$ cat src/rtl/axi_lite_pkg.sv
// Shared definitions for the AXI4-Lite initiator: FSM state encoding,
// AXI response codes and the default bus geometry of the BRAM bus.
package axi_lite_pkg;

  localparam int ADDR_W_DEF = 18;
  localparam int DATA_W_DEF = 16;

  localparam logic [1:0] RESP_OKAY   = 2'b00;
  localparam logic [1:0] RESP_EXOKAY = 2'b01;
  localparam logic [1:0] RESP_SLVERR = 2'b10;
  localparam logic [1:0] RESP_DECERR = 2'b11;

  typedef enum logic [2:0] {
    IDLE,
    WR_REQ,
    WR_RESP,
    RD_REQ,
    RD_RESP,
    DONE
  } state_t;

endpackage

$ cat src/rtl/axi_lite_initiator.sv
// AXI4-Lite initiator: turns single-beat local commands into one outstanding
// AXI-Lite read or write and returns a registered completion to local logic.
module axi_lite_initiator
  import axi_lite_pkg::*;
#(
  parameter int ADDR_W = ADDR_W_DEF,
  parameter int DATA_W = DATA_W_DEF
) (
  input  logic                  a_clk,
  input  logic                  a_rst,

  input  logic                  cmd_valid,
  output logic                  cmd_ready,
  input  logic                  cmd_write,
  input  logic [ADDR_W-1:0]     cmd_addr,
  input  logic [DATA_W-1:0]     cmd_wdata,
  input  logic [DATA_W/8-1:0]   cmd_wstrb,

  output logic                  rsp_valid,
  input  logic                  rsp_ready,
  output logic                  rsp_write,
  output logic [DATA_W-1:0]     rsp_rdata,
  output logic [1:0]            rsp_resp,

  output logic                  aw_valid,
  input  logic                  aw_ready,
  output logic [ADDR_W-1:0]     aw_addr,
  output logic                  aw_prot,

  output logic                  w_valid,
  input  logic                  w_ready,
  output logic [DATA_W-1:0]     w_data,
  output logic [DATA_W/8-1:0]   w_strb,

  input  logic                  b_valid,
  output logic                  b_ready,
  input  logic [1:0]            b_resp,

  output logic                  ar_valid,
  input  logic                  ar_ready,
  output logic [ADDR_W-1:0]     ar_addr,
  output logic                  ar_prot,

  input  logic                  r_valid,
  output logic                  r_ready,
  input  logic [DATA_W-1:0]     r_data,
  input  logic [1:0]            r_resp
);

  state_t r_state;
  logic   r_awDone;
  logic   r_wDone;

  logic   w_awHs;
  logic   w_wHs;
  logic   w_awDoneNext;
  logic   w_wDoneNext;

  assign cmd_ready    = (r_state == IDLE);
  assign aw_prot      = 1'b0;
  assign ar_prot      = 1'b0;

  // The write address and data channels complete independently, in any order.
  assign w_awHs       = aw_valid & aw_ready;
  assign w_wHs        = w_valid & w_ready;
  assign w_awDoneNext = r_awDone | w_awHs;
  assign w_wDoneNext  = r_wDone | w_wHs;

  always_ff @(posedge a_clk) begin
    if (a_rst) begin
      r_state   <= IDLE;
      r_awDone  <= 1'b0;
      r_wDone   <= 1'b0;
      aw_valid  <= 1'b0;
      w_valid   <= 1'b0;
      ar_valid  <= 1'b0;
      b_ready   <= 1'b0;
      r_ready   <= 1'b0;
      rsp_valid <= 1'b0;
      rsp_write <= 1'b0;
      rsp_rdata <= '0;
      rsp_resp  <= '0;
      aw_addr   <= '0;
      ar_addr   <= '0;
      w_data    <= '0;
      w_strb    <= '0;
    end else begin
      unique case (r_state)
        IDLE: begin
          if (cmd_valid && cmd_ready) begin
            aw_addr   <= cmd_addr;
            ar_addr   <= cmd_addr;
            w_data    <= cmd_wdata;
            w_strb    <= cmd_wstrb;
            rsp_write <= cmd_write;
            if (cmd_write) begin
              aw_valid <= 1'b1;
              w_valid  <= 1'b1;
              r_awDone <= 1'b0;
              r_wDone  <= 1'b0;
              r_state  <= WR_REQ;
            end else begin
              ar_valid <= 1'b1;
              r_state  <= RD_REQ;
            end
          end
        end

        WR_REQ: begin
          if (w_awHs) begin
            aw_valid <= 1'b0;
            r_awDone <= 1'b1;
          end
          if (w_wHs) begin
            w_valid <= 1'b0;
            r_wDone <= 1'b1;
          end
          if (w_awDoneNext && w_wDoneNext) begin
            b_ready <= 1'b1;
            r_state <= WR_RESP;
          end
        end

        WR_RESP: begin
          if (b_valid && b_ready) begin
            b_ready   <= 1'b0;
            rsp_resp  <= b_resp;
            rsp_rdata <= '0;
            rsp_valid <= 1'b1;
            r_state   <= DONE;
          end
        end

        RD_REQ: begin
          if (ar_valid && ar_ready) begin
            ar_valid <= 1'b0;
            r_ready  <= 1'b1;
            r_state  <= RD_RESP;
          end
        end

        RD_RESP: begin
          if (r_valid && r_ready) begin
            r_ready   <= 1'b0;
            rsp_rdata <= r_data;
            rsp_resp  <= r_resp;
            rsp_valid <= 1'b1;
            r_state   <= DONE;
          end
        end

        DONE: begin
          if (rsp_valid && rsp_ready) begin
            rsp_valid <= 1'b0;
            r_state   <= IDLE;
          end
        end

        default: r_state <= IDLE;
      endcase
    end
  end

endmodule

$ cat config.mk
export PLATFORM = sky130hd
export DESIGN_NAME = axi_lite_initiator
export DESIGN_NICKNAME = d
export VERILOG_FILES = /design/src/rtl/axi_lite_pkg.sv /design/src/rtl/axi_lite_initiator.sv
export SDC_FILE = /design/constraint.sdc
export NUM_CORES = 1
export LEC_CHECK = 0
export BUFFER_PORTS_ARGS = -buffer_cell sky130_fd_sc_hd__buf_2
export CORE_MARGIN = 4
export CORE_UTILIZATION = 44
export CTS_CLUSTER_DIAMETER = 30
export DETAILED_ROUTE_END_ITERATION = 16
export PLACE_DENSITY = 0.82
export SYNTH_ARGS = -nofsm -noshare
export SYNTH_HDL_FRONTEND = slang
export SYNTH_SLANG_ARGS = --single-unit
$ cat constraint.sdc
create_clock -name a_clk -period 2.3 [get_ports a_clk]
set_clock_uncertainty 0.2 [all_clocks]
set_input_delay 0.46 -clock a_clk [delete_from_list [all_inputs] [get_ports a_clk]]
set_output_delay 0.46 -clock a_clk [all_outputs]
set_load 0.05 [all_outputs]
=== Word-level counts from Yosys, hierarchy flattened ===
Cells that the tools add are included.

* Logic and storage cells: 96
* Input port bits: 66
* Register bits: 66

* Eq/ne operators: 15
* Mux-type cells: 40
* Reductions and logical operators: 22
* Bitwise gates (word level): 4

{| class="wikitable"
|+ Operators by type and width
! kind !! number
|-
| $mux W16 || 2
|-
| $pmux W16 S2 || 1
|-
| $mux W1 || 18
|-
| $mux W3 || 6
|-
| $pmux W3 S6 || 1
|-
| $ne A2 B2 Y1 const B || 8
|-
| $reduce_and A4 Y1 || 4
|-
| $pmux W1 S2 || 7
|-
| $reduce_bool A2 Y1 || 5
|-
| $reduce_and A3 Y1 || 3
|-
| $eq A3 B2 Y1 const B || 2
|-
| $eq A3 B3 Y1 const B || 2
|-
| $logic_and A1 B1 Y1 || 6
|-
| $mux W2 || 3
|-
| $reduce_and A6 Y1 || 1
|-
| $ne A2 B1 Y1 const B || 2
|-
| $pmux W2 S2 || 1
|-
| $eq A3 B1 Y1 const B || 1
|-
| $logic_not A3 Y1 || 1
|-
| $pmux W1 S3 || 1
|-
| $reduce_bool A3 Y1 || 1
|-
| $and A1 B1 Y1 || 2
|-
| $or A1 B1 Y1 || 2
|-
| $reduce_and A2 Y1 || 1
|}

=== Depth between registers and ports, before layout ===
* Depth after elaboration: 5
* Gate-level depth with buffers: 7
* Mapped depth without buffers: 5

=== Worst setup path after synthesis ===
Ideal clock, no wire load.

* Path kind: register to register
* Start point: register r_state[1]
* End point: register ar_addr[11]
* Arrival time: 1788 ps
* Data required time: 1968 ps
* Period minus slack after synthesis: 2120 ps
* Buffers on the path: 3
* Stages on the path, launching flop included: 8
* Library setup time: 132 ps
* Setup slack: 180 ps
* Cells stage by stage: dfxtp_1 buf_4 nor3_2 nand2_1 buf_2 buf_2 nand2_1 a21oi_1

* Cells in the longest elaborated chain, start to end: 3

{| class="wikitable"
|+ RTL lines
! what !! line !! text
|-
| from (decl) || axi_lite_initiator.sv:50 || <nowiki>state_t r_state;</nowiki>
|-
| from (signal assigned) || axi_lite_initiator.sv:71 || <nowiki>r_state <= IDLE;</nowiki>
|-
| from (signal assigned) || axi_lite_initiator.sv:101 || <nowiki>r_state <= WR_REQ;</nowiki>
|-
| from (signal assigned) || axi_lite_initiator.sv:104 || <nowiki>r_state <= RD_REQ;</nowiki>
|-
| $logic_not A3 Y1 * || axi_lite_initiator.sv:59 || <nowiki>assign cmd_ready = (r_state == IDLE);</nowiki>
|-
| via cmd_ready || axi_lite_initiator.sv:13 || <nowiki>output logic cmd_ready,</nowiki>
|-
| $logic_and A1 B1 Y1 || axi_lite_initiator.sv:90 || <nowiki>if (cmd_valid && cmd_ready) begin</nowiki>
|-
| $reduce_and A2 Y1 (no source line) * || -- ||
|-
| to (signal assigned) || axi_lite_initiator.sv:92 || <nowiki>ar_addr <= cmd_addr;</nowiki>
|-
| to (decl) || axi_lite_initiator.sv:41 || <nowiki>output logic [ADDR_W-1:0] ar_addr,</nowiki>
|}

Mark *: on every way through the listed nets, which the timed path passes. The rest lies on a longest branch.
A chain may end at the register's enable or synchronous reset.

=== Final worst setup path ===
* Start point: register r_state[0]
* End point: output port cmd_ready

* Cells in the longest elaborated chain, start to end: 1

{| class="wikitable"
|+ RTL lines
! what !! line
|-
| $logic_not A3 Y1 || axi_lite_initiator.sv:59
|-
| to (decl) || axi_lite_initiator.sv:13
|}

Every way passes these cells.

==> reports/results.txt <==
The count of unresolved DRC violations after routing is 0, and the met1 capacity usage during global routing is 20.3%. The number of cells on the worst reg-to-reg path is 5. The maximum vdd ir drop was 0.000632 V; the number of cells upsized or downsized after cts was 0. The data required time of the worst path was 1640 ps; the pin count of the biggest net entering global routing was 35.

For the pin with the worst max-slew slack, the measured transition is 503 ps. The arrival time at the worst endpoint came out at 1410 ps. For the worst-skew pair, the clock arrives at the later sink with an insertion delay of 330 ps. The tools report the part of the power in the clock network as 22.1%. For this configuration, the core starts out at a cell density of 45.8%. For this design the total switching power over the nets is 2.05 mW.

The post-placement cell count came out at 505. Sequential element share of the synthesized area: 48.2%. The run finished with clean final reports.

The most used routing layer is met2. The length of the first detailed-routing pass in iterations was 5. The detail-routed via count per cell is 4.92. The worst path uses 90.2% of the clock period. Timing analysis after detailed placement gives a worst setup slack of 312 ps.

The H-tree was split into 3 levels. The area of the die is 7560 sq um, and the final total negative setup slack is 0 ps. Setup repair after global routing left no endpoint under its margin. STA classifies the critical path endpoint as an output port. The internal power of the cells totals 2.42 mW. The remaining global-route overflow was 0; the area of the mapped netlist was 2740 sq um.

The maximum fanout along the worst path was 14. For this block, the routed nets add up to 6.58 mm of wire. The width of the die was 87.0 um; the met2 track demand over resource in global routing was 30.9%. For this run, the post-layout net count is 507. For the count of cell types in the netlist, the log shows 39.

Across every metal layer, demand over resource in global routing totals 17.8%. Number of max-slew violations in the final report: 0. The number of synthesized flops with an enable pin works out to 0. In this run the deepest clock path goes through 2 buffers.

A synthesized cell averages 8.63 sq um. TritonCTS built the clock tree. The worst hold path was traced through 3 stages. The final total power is 4.46 mW. Counting flops with an async set or reset pin after synthesis yields a share of 0%. After clock tree synthesis, the setup repair step added 0 buffers. The worst setup slack after layout was 226 ps; the max-cap violation count was 0. Registers take 1320 sq um. Synthesis handed over a netlist of 318 instances.

The number of synthesized register bits is 66, and the switching part of the total is 45.8%. In the final layout, the multi-input gates occupy 1140 sq um. The critical path goes through nor3_2 > buf_2. The standard-cell row count was 28; the first-pass GRT wire length was 10.8 mm. The area growth from synthesis to layout is 29.1%.

On the critical path, the stage with the largest delay is an instance of dfxtp_1. The relative contribution of sequential cells to total power is 33.7%, and the minimum clock period after layout is 2070 ps. The most used flip-flop cell after synthesis is dfxtp_1. The cell sitting at the root of the clock tree is a clkbuf_8. The die is 87.0 um tall. Static timing analysis puts the maximum clock frequency at 482 MHz.

The run gives 4.91 mm as the total half-perimeter wirelength after legalization and detailed placement. The post-route netlist has 43.6% of its cells at a drive strength greater than 1. Combinational logic burns 44.2% of the power. Counting the buffers created by CTS gives 9. The logs give 0 for the total count of hold-check failures in the final report and 5.30% for the global routing met3 resource utilization.

The tools report the number of hold buffers added after CTS as 0. Type of the most critical hold path: in2reg. The origin of the worst min-delay path was cmd_wdata[6].

The largest single stage delay on the critical path is 470 ps. The number of warnings reported in the yosys synthesis log is 0. The final route contains 2559 vias. After floorplanning, the core was sized to cover 5990 sq um.

Port buffering added 145 buffers. The critical path in this run is classified as reg2out. Clock tree synthesis found a total of 66 sinks. The power per unit of standard cell area was 1260 nW/um^2; the count of inserted antenna diode cells was 0. For hold timing, the worst endpoint is w_data[6]. The worst register-to-register path has a setup slack of 290 ps. Counting the fill cells in the layout gives 555.

The detailed router finished its first iteration with 91 violations. The worst setup path is launched from a register. The endpoint of the most critical register-to-register path is rsp_resp[1].

The final antenna-violating net count was 0; the count of non-filler cells in the finished layout was 520. Dividing the detail-routed wire length by the instance count gives 12.7 um. The number of ports placed on the die boundary was 148.

Via count of the first global-routing pass: 2428. After clock tree synthesis, the clock-pin slew on the worst setup and hold paths is 70 ps. Setup violations remaining at the end of the flow were counted as 0.

The static leakage was 1.68 nW. The logs give 0.783 for the placer congestion estimate and 66.4% for the worst relative slew slack. The number of antenna violations at the first check in global routing was 0. The worst reg2reg path startpoint was r_state[1].
final cells by class:
class	count	area share, %
Timing Repair Buffer	152	22.0
Clock inverter	2	0.989
Multi-Input combinational cell	211	32.2
Inverter	1	0.106
Tap cell	75	2.65
Clock buffer	13	4.77
Sequential cell	66	37.3
cells by family after synthesis:
| group | count (synthesis) | synth area share (%) |
|---|---|---|
| AOI/OAI and AO/OA | 79 | 19.4 |
| muxes | 4 | 1.55 |
| buffers and inverters | 42 | 10.4 |
| and+or+nand+nor | 126 | 20.4 |
| other | 1 | 0.137 |
| DFF | 66 | 48.2 |
state kept, by name (all words and copies together) (netlist names):
| name | cells |
|---|---|
| ar_addr | 18 |
| ar_valid | 1 |
| aw_valid | 1 |
| b_ready | 1 |
| r_awDone | 1 |
| r_ready | 1 |
| r_state | 3 |
| r_wDone | 1 |
| rsp_rdata | 16 |
| rsp_resp | 2 |
| rsp_valid | 1 |
| rsp_write | 1 |
| w_data | 16 |
| w_strb | 2 |
| w_valid | 1 |
metrics by stage:
step	util (%)	hold WS [ps]	area, sq um
floorplan	-	323	2750
global placement	55.7	239	3340
detailed placement	55.7	244	3340
CTS	59.1	144	3540
global route	59.1	153	3540
finish	59.1	162	3540
worst max-delay path by stage:
stage | startpoint | end | cells after the start
2_1_floorplan | r_state[1] | ar_addr[11] | 7
3_3_place_gp | r_state[1] | rsp_resp[0] | 5
3_5_place_dp | r_state[1] | rsp_resp[1] | 5
4_1_cts | r_state[0] | cmd_ready | 2
5_1_grt | r_state[0] | cmd_ready | 2
6_report | r_state[0] | cmd_ready | 2
power groups by stage:
stage               Combinational [mW]  Clock (mW)  Sequential (mW)
floorplan                         1.13           0             2.06
global placement                  1.97           0             1.51
detailed placement                1.99           0             1.53
CTS                               2.00        1.02             1.50
global route                      2.12        1.07             1.53
finish                            1.97       0.985             1.50
worst max-delay path, delay by kind of cell (launching register included):
family | cells | cell delay [ps]
flip-flops | 1 | 470
buffers and inverters | 1 | 320
AND/OR/NAND/NOR | 1 | 300
per-layer routing:
| layer | vias up | share of wire (%) |
|---|---|---|
| met5 | - | 0 |
| met4 | 0 | 1.5 |
| met3 | 10 | 11 |
| met2 | 121 | 48 |
| met1 | 1136 | 40 |
| li1 | 1292 | - |
Yosys cell counts (2+ instances only):
| cell type | count | share of area, % |
|---|---|---|
| a22oi_2 | 9 | 4.1 |
| a21oi_1 | 46 | 8.4 |
| mux2_2 | 2 | 0.82 |
| buf_4 | 23 | 6.3 |
| o211ai_1 | 2 | 0.55 |
| nor2_1 | 13 | 1.8 |
| mux2i_1 | 2 | 0.73 |
| and2b_1 | 2 | 0.55 |
| nand3_1 | 4 | 0.73 |
| nand2_1 | 88 | 12 |
| buf_2 | 6 | 1.1 |
| nor3_1 | 2 | 0.36 |
| nor3_2 | 2 | 0.73 |
| dfxtp_1 | 66 | 48 |
| clkbuf_1 | 7 | 0.96 |
| a211oi_1 | 3 | 0.82 |
| a22oi_1 | 7 | 1.9 |
| buf_6 | 3 | 1.2 |
| a31oi_1 | 4 | 0.91 |
| nor2_2 | 8 | 1.8 |
cell usage in the layout, fill, tap and decap left out, drive strengths merged, types with 2 or more instances in the layout:
cell type / count
buf: 152
nand2: 89
dfxtp: 66
a21oi: 46
nor2: 21
a22oi: 16
clkbuf: 13
nand3: 5
a31oi: 4
nor3: 4
a211oi: 3
and2b: 3
mux2: 2
mux2i: 2
o211ai: 2
conb: 2
a31o: 2
Note: power is estimated with default switching activity, not from simulation.
